--- src/rtl/game_over_overlay_pkg.sv ---
// Shared definitions for the game-over LED compositor: FSM state encoding,
// row source selection and the row-bus packing helper.
package game_over_overlay_pkg;

  typedef enum logic [1:0] {
    ST_PLAY  = 2'd0,
    ST_FLASH = 2'd1,
    ST_HOLD  = 2'd2
  } state_e;

  typedef enum logic [1:0] {
    SRC_LIVE = 2'd0,
    SRC_SNAP = 2'd1,
    SRC_OVER = 2'd2
  } row_src_e;

  // Row r of a packed row bus occupies bits [r*row_width +: row_width].
  function automatic int unsigned row_lsb(input int unsigned r, input int unsigned row_width);
    return r * row_width;
  endfunction

endpackage

--- src/rtl/game_over_overlay_blink_timer.sv ---
// Flash timer: divides the clock into half-periods and counts phase toggles
// until the configured number of toggles has elapsed.
module blink_timer #(
  parameter int unsigned BLINK_DIV   = 25000000,
  parameter int unsigned BLINK_COUNT = 3
) (
  input  logic clock,
  input  logic aclr,
  input  logic run,
  input  logic clear,
  output logic tick,
  output logic phase,
  output logic done
);

  localparam int unsigned DIV_W = $clog2(BLINK_DIV);
  localparam int unsigned TOG_W = $clog2(BLINK_COUNT + 1);

  logic [DIV_W-1:0] div_cnt_q, div_cnt_d;
  logic [TOG_W-1:0] tog_cnt_q, tog_cnt_d;
  logic             phase_q, phase_d;

  always_comb begin
    tick      = run && (div_cnt_q == DIV_W'(BLINK_DIV - 1));
    done      = tick && (tog_cnt_q == TOG_W'(BLINK_COUNT - 1));
    div_cnt_d = div_cnt_q;
    tog_cnt_d = tog_cnt_q;
    phase_d   = phase_q;
    if (clear) begin
      div_cnt_d = '0;
      tog_cnt_d = '0;
      phase_d   = 1'b0;
    end else if (run) begin
      if (tick) begin
        div_cnt_d = '0;
        tog_cnt_d = tog_cnt_q + TOG_W'(1);
        // The final toggle parks the phase on the game-over image.
        phase_d   = done ? 1'b1 : ~phase_q;
      end else begin
        div_cnt_d = div_cnt_q + DIV_W'(1);
      end
    end
  end

  always_ff @(posedge clock or negedge aclr) begin
    if (!aclr) begin
      div_cnt_q <= '0;
      tog_cnt_q <= '0;
      phase_q   <= 1'b0;
    end else begin
      div_cnt_q <= div_cnt_d;
      tog_cnt_q <= tog_cnt_d;
      phase_q   <= phase_d;
    end
  end

  assign phase = phase_q;

endmodule

--- src/rtl/game_over_overlay.sv ---
// LED-row compositor: passes play-field rows through, freezes and flashes
// them against a game-over image on collision, then holds the image until restart.
module game_over_overlay
  import game_over_overlay_pkg::*;
#(
  parameter int unsigned NUM_ROWS    = 4,
  parameter int unsigned ROW_WIDTH   = 6,
  parameter int unsigned BLINK_DIV   = 25000000,
  parameter int unsigned BLINK_COUNT = 3
) (
  input  logic                          clock,
  input  logic                          aclr,
  input  logic [NUM_ROWS*ROW_WIDTH-1:0] rows_in,
  input  logic [NUM_ROWS*ROW_WIDTH-1:0] over_pattern,
  input  logic                          collision,
  input  logic                          restart,
  output logic [NUM_ROWS*ROW_WIDTH-1:0] rows_out,
  output logic                          game_over,
  output logic                          flash_phase
);

  localparam int unsigned BUS_W = NUM_ROWS * ROW_WIDTH;

  state_e            state_q, state_d;
  row_src_e          row_src;
  logic [BUS_W-1:0]  snap_q, snap_d;
  logic [BUS_W-1:0]  rows_out_q, rows_out_d;
  logic              game_over_q, game_over_d;
  logic              t_run, t_clear, t_tick, t_phase, t_done;
  logic              phase_nxt;

  // Timer controls depend only on registered state and restart, keeping
  // the tick/done feedback into the FSM free of combinational loops.
  assign t_run   = (state_q == ST_FLASH) && !restart;
  assign t_clear = (state_q == ST_PLAY) || restart;

  blink_timer #(
    .BLINK_DIV   (BLINK_DIV),
    .BLINK_COUNT (BLINK_COUNT)
  ) u_blink_timer (
    .clock (clock),
    .aclr  (aclr),
    .run   (t_run),
    .clear (t_clear),
    .tick  (t_tick),
    .phase (t_phase),
    .done  (t_done)
  );

  assign phase_nxt = t_done ? 1'b1 : (t_phase ^ t_tick);

  always_comb begin
    state_d     = state_q;
    snap_d      = snap_q;
    game_over_d = game_over_q;
    row_src     = SRC_LIVE;
    unique case (state_q)
      ST_PLAY: begin
        if (collision) begin
          state_d     = ST_FLASH;
          snap_d      = rows_in;
          game_over_d = 1'b1;
        end
      end
      ST_FLASH: begin
        if (restart) begin
          state_d     = ST_PLAY;
          game_over_d = 1'b0;
        end else begin
          row_src = phase_nxt ? SRC_OVER : SRC_SNAP;
          if (t_done) state_d = ST_HOLD;
        end
      end
      ST_HOLD: begin
        if (restart) begin
          state_d     = ST_PLAY;
          game_over_d = 1'b0;
        end else begin
          row_src = SRC_OVER;
        end
      end
      default: begin
        state_d     = ST_PLAY;
        game_over_d = 1'b0;
      end
    endcase
  end

  for (genvar r = 0; r < NUM_ROWS; r++) begin : g_row
    localparam int unsigned LSB = row_lsb(r, ROW_WIDTH);
    assign rows_out_d[LSB +: ROW_WIDTH] =
      (row_src == SRC_OVER) ? over_pattern[LSB +: ROW_WIDTH] :
      (row_src == SRC_SNAP) ? snap_q[LSB +: ROW_WIDTH] :
                              rows_in[LSB +: ROW_WIDTH];
  end

  always_ff @(posedge clock or negedge aclr) begin
    if (!aclr) begin
      state_q     <= ST_PLAY;
      snap_q      <= '0;
      rows_out_q  <= '0;
      game_over_q <= 1'b0;
    end else begin
      state_q     <= state_d;
      snap_q      <= snap_d;
      rows_out_q  <= rows_out_d;
      game_over_q <= game_over_d;
    end
  end

  assign rows_out    = rows_out_q;
  assign game_over   = game_over_q;
  assign flash_phase = t_phase;

endmodule

--- config.mk ---
export PLATFORM = sky130hd
export DESIGN_NAME = game_over_overlay
export DESIGN_NICKNAME = d
export VERILOG_FILES = /design/src/rtl/game_over_overlay_pkg.sv /design/src/rtl/game_over_overlay_blink_timer.sv /design/src/rtl/game_over_overlay.sv
export SDC_FILE = /design/constraint.sdc
export NUM_CORES = 1
export LEC_CHECK = 0
export ABC_AREA = 1
export CAP_MARGIN = 40
export CORE_MARGIN = 3
export CORE_UTILIZATION = 50
export CTS_BUF_LIST = sky130_fd_sc_hd__clkbuf_4 sky130_fd_sc_hd__clkbuf_8 sky130_fd_sc_hd__clkbuf_16
export CTS_CLUSTER_DIAMETER = 60
export DETAILED_ROUTE_END_ITERATION = 7
export PLACE_DENSITY = 0.88
export SLEW_MARGIN = 20
export SYNTH_ARGS = -nofsm -noshare
export SYNTH_HDL_FRONTEND = slang
export SYNTH_SLANG_ARGS = --single-unit
--- constraint.sdc ---
create_clock -name clock -period 4.3 [get_ports clock]
set_clock_uncertainty 0.2 [all_clocks]
set_input_delay 1.29 -clock clock [delete_from_list [all_inputs] [get_ports clock]]
set_output_delay 1.29 -clock clock [all_outputs]
set_load 0.01 [all_outputs]
**Yosys cells after proc, flatten, opt, wreduce, memory -nomap -nowiden**

Cells that the tools add are included.

- Add/sub/neg operators: 2
- Multipliers: 0
- Div/mod/pow operators: 0
- $lt $le $gt $ge: 0
- Equality and inequality tests: 10
- Shifts and indexed selects: 0
- Mux-type cells: 31
- Bitwise operators: 2
- Reduce and logical (&&, ||, !) cells: 13

Operators by type and width:

| cell | count |
|---|---|
| two-way mux 25 bit | 3 |
| two-way mux 6 bit | 8 |
| adder 25 x 1 -> 25 bit, second input constant | 1 |
| == test 25 bit, second input constant | 1 |
| two-way mux 2 bit | 10 |
| two-way mux 1 bit | 7 |
| == test 2 bit, second input constant | 3 |
| one-hot mux 2 bit (3 select lines) | 1 |
| AND reduction 2 bit | 3 |
| == test 2 x 1 -> 1 bit, second input constant | 2 |
| inequality test 2 bit, second input constant | 2 |
| one-hot mux 2 bit (2 select lines) | 1 |
| nonzero test 2 bit | 2 |
| logical AND 1 bit | 3 |
| inequality test 3 bit, second input constant | 1 |
| AND reduction 3 bit | 1 |
| adder 2 x 1 -> 2 bit, second input constant | 1 |
| logical NOT 2 bit | 1 |
| inequality test 2 x 1 -> 1 bit, second input constant | 1 |
| one-hot mux 1 bit (2 select lines) | 1 |
| OR reduction 2 bit | 1 |
| logical NOT 1 bit | 1 |
| logical OR 1 bit | 1 |
| NOT 1 bit | 1 |
| XOR 1 bit | 1 |

- Bits in registers: 79
- Bits in latches: 0
- Memory bits (writable): 0
- ROM bits: 0
- Input bits: 52
- Logic and storage cells: 65
- Memories kept: 0

**Logic depth before layout (Yosys ltp)**

- Depth in word-level cells: 11
- Depth in mapped cells: 15
- Depth with buffers taken out: 14

**By module**

From an unflattened synthesis, not the netlist that was laid out.

- Cells, all modules: 602
- Area, all modules: 4702.0 µm²

Modules (own cells, without submodules):

| module | times used | cells each | area each (µm²) | seq. area each (µm²) |
|---|---|---|---|---|
| game_over_overlay | 1 | 328 | 2827.7 | 1276.2 |
| blink_timer | 1 | 274 | 1874.3 | 700.7 |

**Least setup slack after synthesis**

Ideal clock, no wire load.

- Path kind: in2reg
- Start point: input restart
- End point: register rows_out_q[0] (netlist: rows_out[0])
- Setup time: 0.117 ns
- Data arrival time: 2.440 ns
- Data required time: 3.983 ns
- Path slack: 1.542 ns
- Cell stages on the path: 13
- Buffers on the path: 1
- Path through: inv_2 > nand2_1 > nor2_2 > nand2_2 > nor2_4 > nand3_2 > nand2_2 > clkinv_4 > nand2_4 > nand3_4 > buf_12 > nand3_2 > nand2_1

- Cells in the longest elaborated chain, start to end: 11
- Elaborated cells on any way between the ends: 14
- Those cells by class: eq/ne: 2; mux: 7; bitwise: 1; reduce/logical: 4

RTL lines:

| what | RTL line | RTL |
|---|---|---|
| start: declaration | game_over_overlay.sv:16 | `input logic restart,` |
| logical NOT 1 bit | game_over_overlay.sv:34 | `assign t_run = (state_q == ST_FLASH) && !restart;` |
| logical AND 1 bit | game_over_overlay.sv:34 |  |
| logical AND 1 bit | game_over_overlay_blink_timer.sv:24 | `tick = run && (div_cnt_q == DIV_W'(BLINK_DIV - 1));` |
| XOR 1 bit / logical AND 1 bit (equally long branches) | game_over_overlay.sv:50, game_over_overlay_blink_timer.sv:25 |  |
| two-way mux 1 bit | game_over_overlay.sv:50 | `assign phase_nxt = t_done ? 1'b1 : (t_phase ^ t_tick);` |
| two-way mux 2 bit | game_over_overlay.sv:70 | `row_src = phase_nxt ? SRC_OVER : SRC_SNAP;` |
| two-way mux 2 bit | game_over_overlay.sv:66 | `if (restart) begin` |
| one-hot mux 2 bit (2 select lines) (*) | game_over_overlay.sv:57 | `unique case (state_q)` |
| == test 2 x 1 -> 1 bit | game_over_overlay.sv:93 | `(row_src == SRC_SNAP) ? snap_q[LSB +: ROW_WIDTH] :` |
| two-way mux 6 bit | game_over_overlay.sv:93 |  |
| two-way mux 6 bit (*) | game_over_overlay.sv:92 | `(row_src == SRC_OVER) ? over_pattern[LSB +: ROW_WIDTH] :` |
| named net rows_out_d[0] | game_over_overlay.sv:27 | `logic [BUS_W-1:0] rows_out_q, rows_out_d;` |
| end signal: assignment | game_over_overlay.sv:106 | `rows_out_q <= rows_out_d;` |
| end: declaration | game_over_overlay.sv:27 |  |

Mark *: on every way through the listed nets, which the timed path passes. The rest lies on a longest branch.
A chain may end at the register's enable or synchronous reset.

**Worst setup path in the final report**

- Start point: input restart
- End point: register rows_out_q[23] (netlist: rows_out[23])

Same word-level chain as after synthesis.

==> results.md <==
- Outcome: completed
- Routed WL: 10900 um
- Leakage: 2.47 nW
- Unrepaired setup endpoints after global routing: false
- # port buffers: just under 80
- Vias in the first global route: 3901
- VDD IR max: 0.000443 V
- H-tree lvl count: 3
- Cell count after placement: 692
- Period utilisation layout: 0.843
- Req. time, crit path: 4.34 ns
- Post-Route Setup TNS: 0 ns
- Cell Count, Final, Fillers Out: 708
- Period minus WS final: 3.62 ns
- WL/cell: 15.5 um
- Share of cells above drive strength 1: 0.124
- Vert. Die Dim: 99.1 um
- Final Hold Violating Endpoints: 0
- Layout Nets: 655
- Post-synth EDFFs: 0
- Int Power: between 1.5 and 2 mW
- Total design power: 2.91 mW
- Pwr dens: ~540 nW/um^2
- Drt first pass iters: 5
- Avg Cell Area, Syn: roughly 8.2 sq um
- FF+latch count, synth: between 70 and 80
- Crit path launch type: input pin
- Hold Path Class: reg -> reg
- F_max: 0.276 GHz
- Die area: between 9000 and 10000 sq um
- Max incr delay on CP: 0.44 ns
- Post-synthesis cell type count: 39
- Worst setup margin: 0.676 ns
- Max-Cap Viols: 0
- CTS root buf: clkbuf_8
- Deepest clock path buffer count: 2
- Clk Latency, worst-skew pair: 0.37 ns
- Fin. max-slew vios: 0
- Cell taking the most area after synthesis: dfrtp_1
- Top post-synthesis cells by area: dfrtp_1 46%, nand2_1 11%, inv_1 6.4%
- Chip width: 99.1 um
- Delay-heaviest family, CP: simple AND/OR/NAND/NOR gates
- CTS Hold Bufs: 0
- Clock Sinks: 79
- Async S/R FF share, synth: 1.00
- Syn Inst Count: 530
- CP max-delay cell: clkdlybuf4s50_1
- Comb pwr share: 0.420
- Sequential share of power: 0.379
- Ports: roughly 80
- XOR/XNOR Fraction of Synth Area: 0.00607
- Syn. warnings: 0
- Cell chain of the critical path: clkdlybuf4s50_1, inv_2, nand2_1, nor2_2, nand2_2, nor2_4, nand3_2, nand2_2, clkinv_4, nand2_4, nand3_4, nand3_1, nand2_1
- Crit Path Max Fanout: 25
- Number of diodes: 0
- Adder-cell share of the synthesized area: 0.0145
- Slew headroom: 0.471
- Area delta synth->final: 23.8%
- GP Congestion: 0.874
- Largest family of logic cells by synthesized area: simple AND/OR/NAND/NOR gates
- DRT antenna net count: 0
- DRC: 0
- Clk slew on worst S/H paths: 0.08 ns
- Dpl ws: approximately 0.35 ns
- CTS tree: built
- Worst-Margin Slew: 0.793 ns
- First-pass GRT wire length: 18200 um
- Switching share of power: 0.395
- Initial Utilization: 0.522
- Mux share of post-synthesis cell area: 0
- Sw power: 1.15 mW
- Synth Flop Type: dfrtp_1
- Register area share after synthesis: 0.457
- CP Data Arrival Time: 3.67 ns
- Total grt overflow: 0
- Core Region: roughly 8300 sq um
- Buffers & Inverters on Critical Path: 3
- CP Capture Type: flop
- Total number of vias: 3960
- Initial detailed-routing violation count: 248
- Synth top area share: 0.457
- Net Count, Synth: 587
- Row count: 33
- Largest net degree at the start of global routing: 52
- Fin Hold WS: around 0.29 ns
- Area fraction in compound gates after synthesis: 0.132
- Vias per inst: 5.59
- Simple-gate share of the synthesized area: 0.282
- Dpl hpwl: approximately 7400 um
- Setup Crit Path Kind: in -> reg
- Most instantiated cells after synthesis: 126 x nand2_1, 79 x dfrtp_1, 74 x inv_1
- Clock power share: 0.201
- Post-layout util: 0.646
- Setup Buffers After CTS: 0
- Post-Syn Area: 4330 sq um
- Final setup fails: 0
- Resized cells post-CTS: 0
- Dpl cell area: approximately 5000 sq um
- Final instance area: about 5400 sq um
- CTS buffer count: 9
- Initial antenna violation count: 0
- Top-count cell post-synth: nand2_1
- Tot GR Track Use: 0.230
[state kept, by name, summed over array words and instances, names as in the netlist]
register and count:
u_blink_timer.div_cnt_q 25, rows_out 24, snap_q 24, state_q 2, u_blink_timer.tog_cnt_q 2, game_over 1
u_blink_timer.phase 1
[cell families (layout without fill, tap and decap cells)]
kind of cell               count (synthesis)  after routing
and+or+nand+nor                          241            241
AOI/OAI and AO/OA                         89             89
xor gates and xnor gates                   3              3
DFF                                       79             79
adders and majority gates                  5              5
buffers and inverters                    113            186
[worst paths after layout]
kind	cells after the start	slack, ns	start	end
worst max-delay path	13	0.68	restart	rows_out[23]
worst min-delay path	2	0.29	snap_q[23]	snap_q[23]
worst max register to register	13	1.35	state_q[1]	rows_out[23]
worst min register to register	2	0.29	snap_q[23]	snap_q[23]
max in group asynchronous	2	2.67	aclr	u_blink_timer.div_cnt_q[21]
min in group asynchronous	1	0.64	aclr	rows_out[12]
[area by class of cell]
cell class | instances | area, sq um
clock buffers | 12 | 153
clock inverters | 4 | 53.8
fillers | 676 | 2940
inverters | 87 | 332
multi-input cells | 338 | 1880
flip-flops and latches | 79 | 1980
well taps | 105 | 131
repair buffers | 83 | 833
[metal layers]
metal  part of all wire  vias to the layer above  GRT usage
met2               0.49                      172      0.367
met3              0.071                       22     0.0418
met5                  0                        -          0
met4              0.020                        0     0.0935
li1                   -                     1886          -
met1               0.42                     1880      0.309
[placed cells by master, fill, tap and decap left out, types with 18 or more instances in the layout]
cell and instances:
inv_1 74, nand2_1 126, o21ai_0 34, clkdlybuf4s50_1 76, nand4_1 27, o2111ai_1 24
a21oi_1 18, dfrtp_1 79, nor2_1 24, nand3_2 22
[worst min-delay path, cell delays in order (launching register included)]
cell     delay [ns]
dfrtp_1        0.35
nand2_1        0.05
o21ai_0        0.06
[power by group through the flow]
stage / clock [mW] / combinational (mW) / sequential, mW
after floorplan: 0 / 0.677 / 1.15
after global placement: 0 / 1.14 / 1.10
after detailed placement: 0 / 1.21 / 1.11
after CTS: 0.592 / 1.21 / 1.10
after global routing: 0.619 / 1.34 / 1.13
final: 0.584 / 1.22 / 1.10
Power figures use the tool's default switching activity.
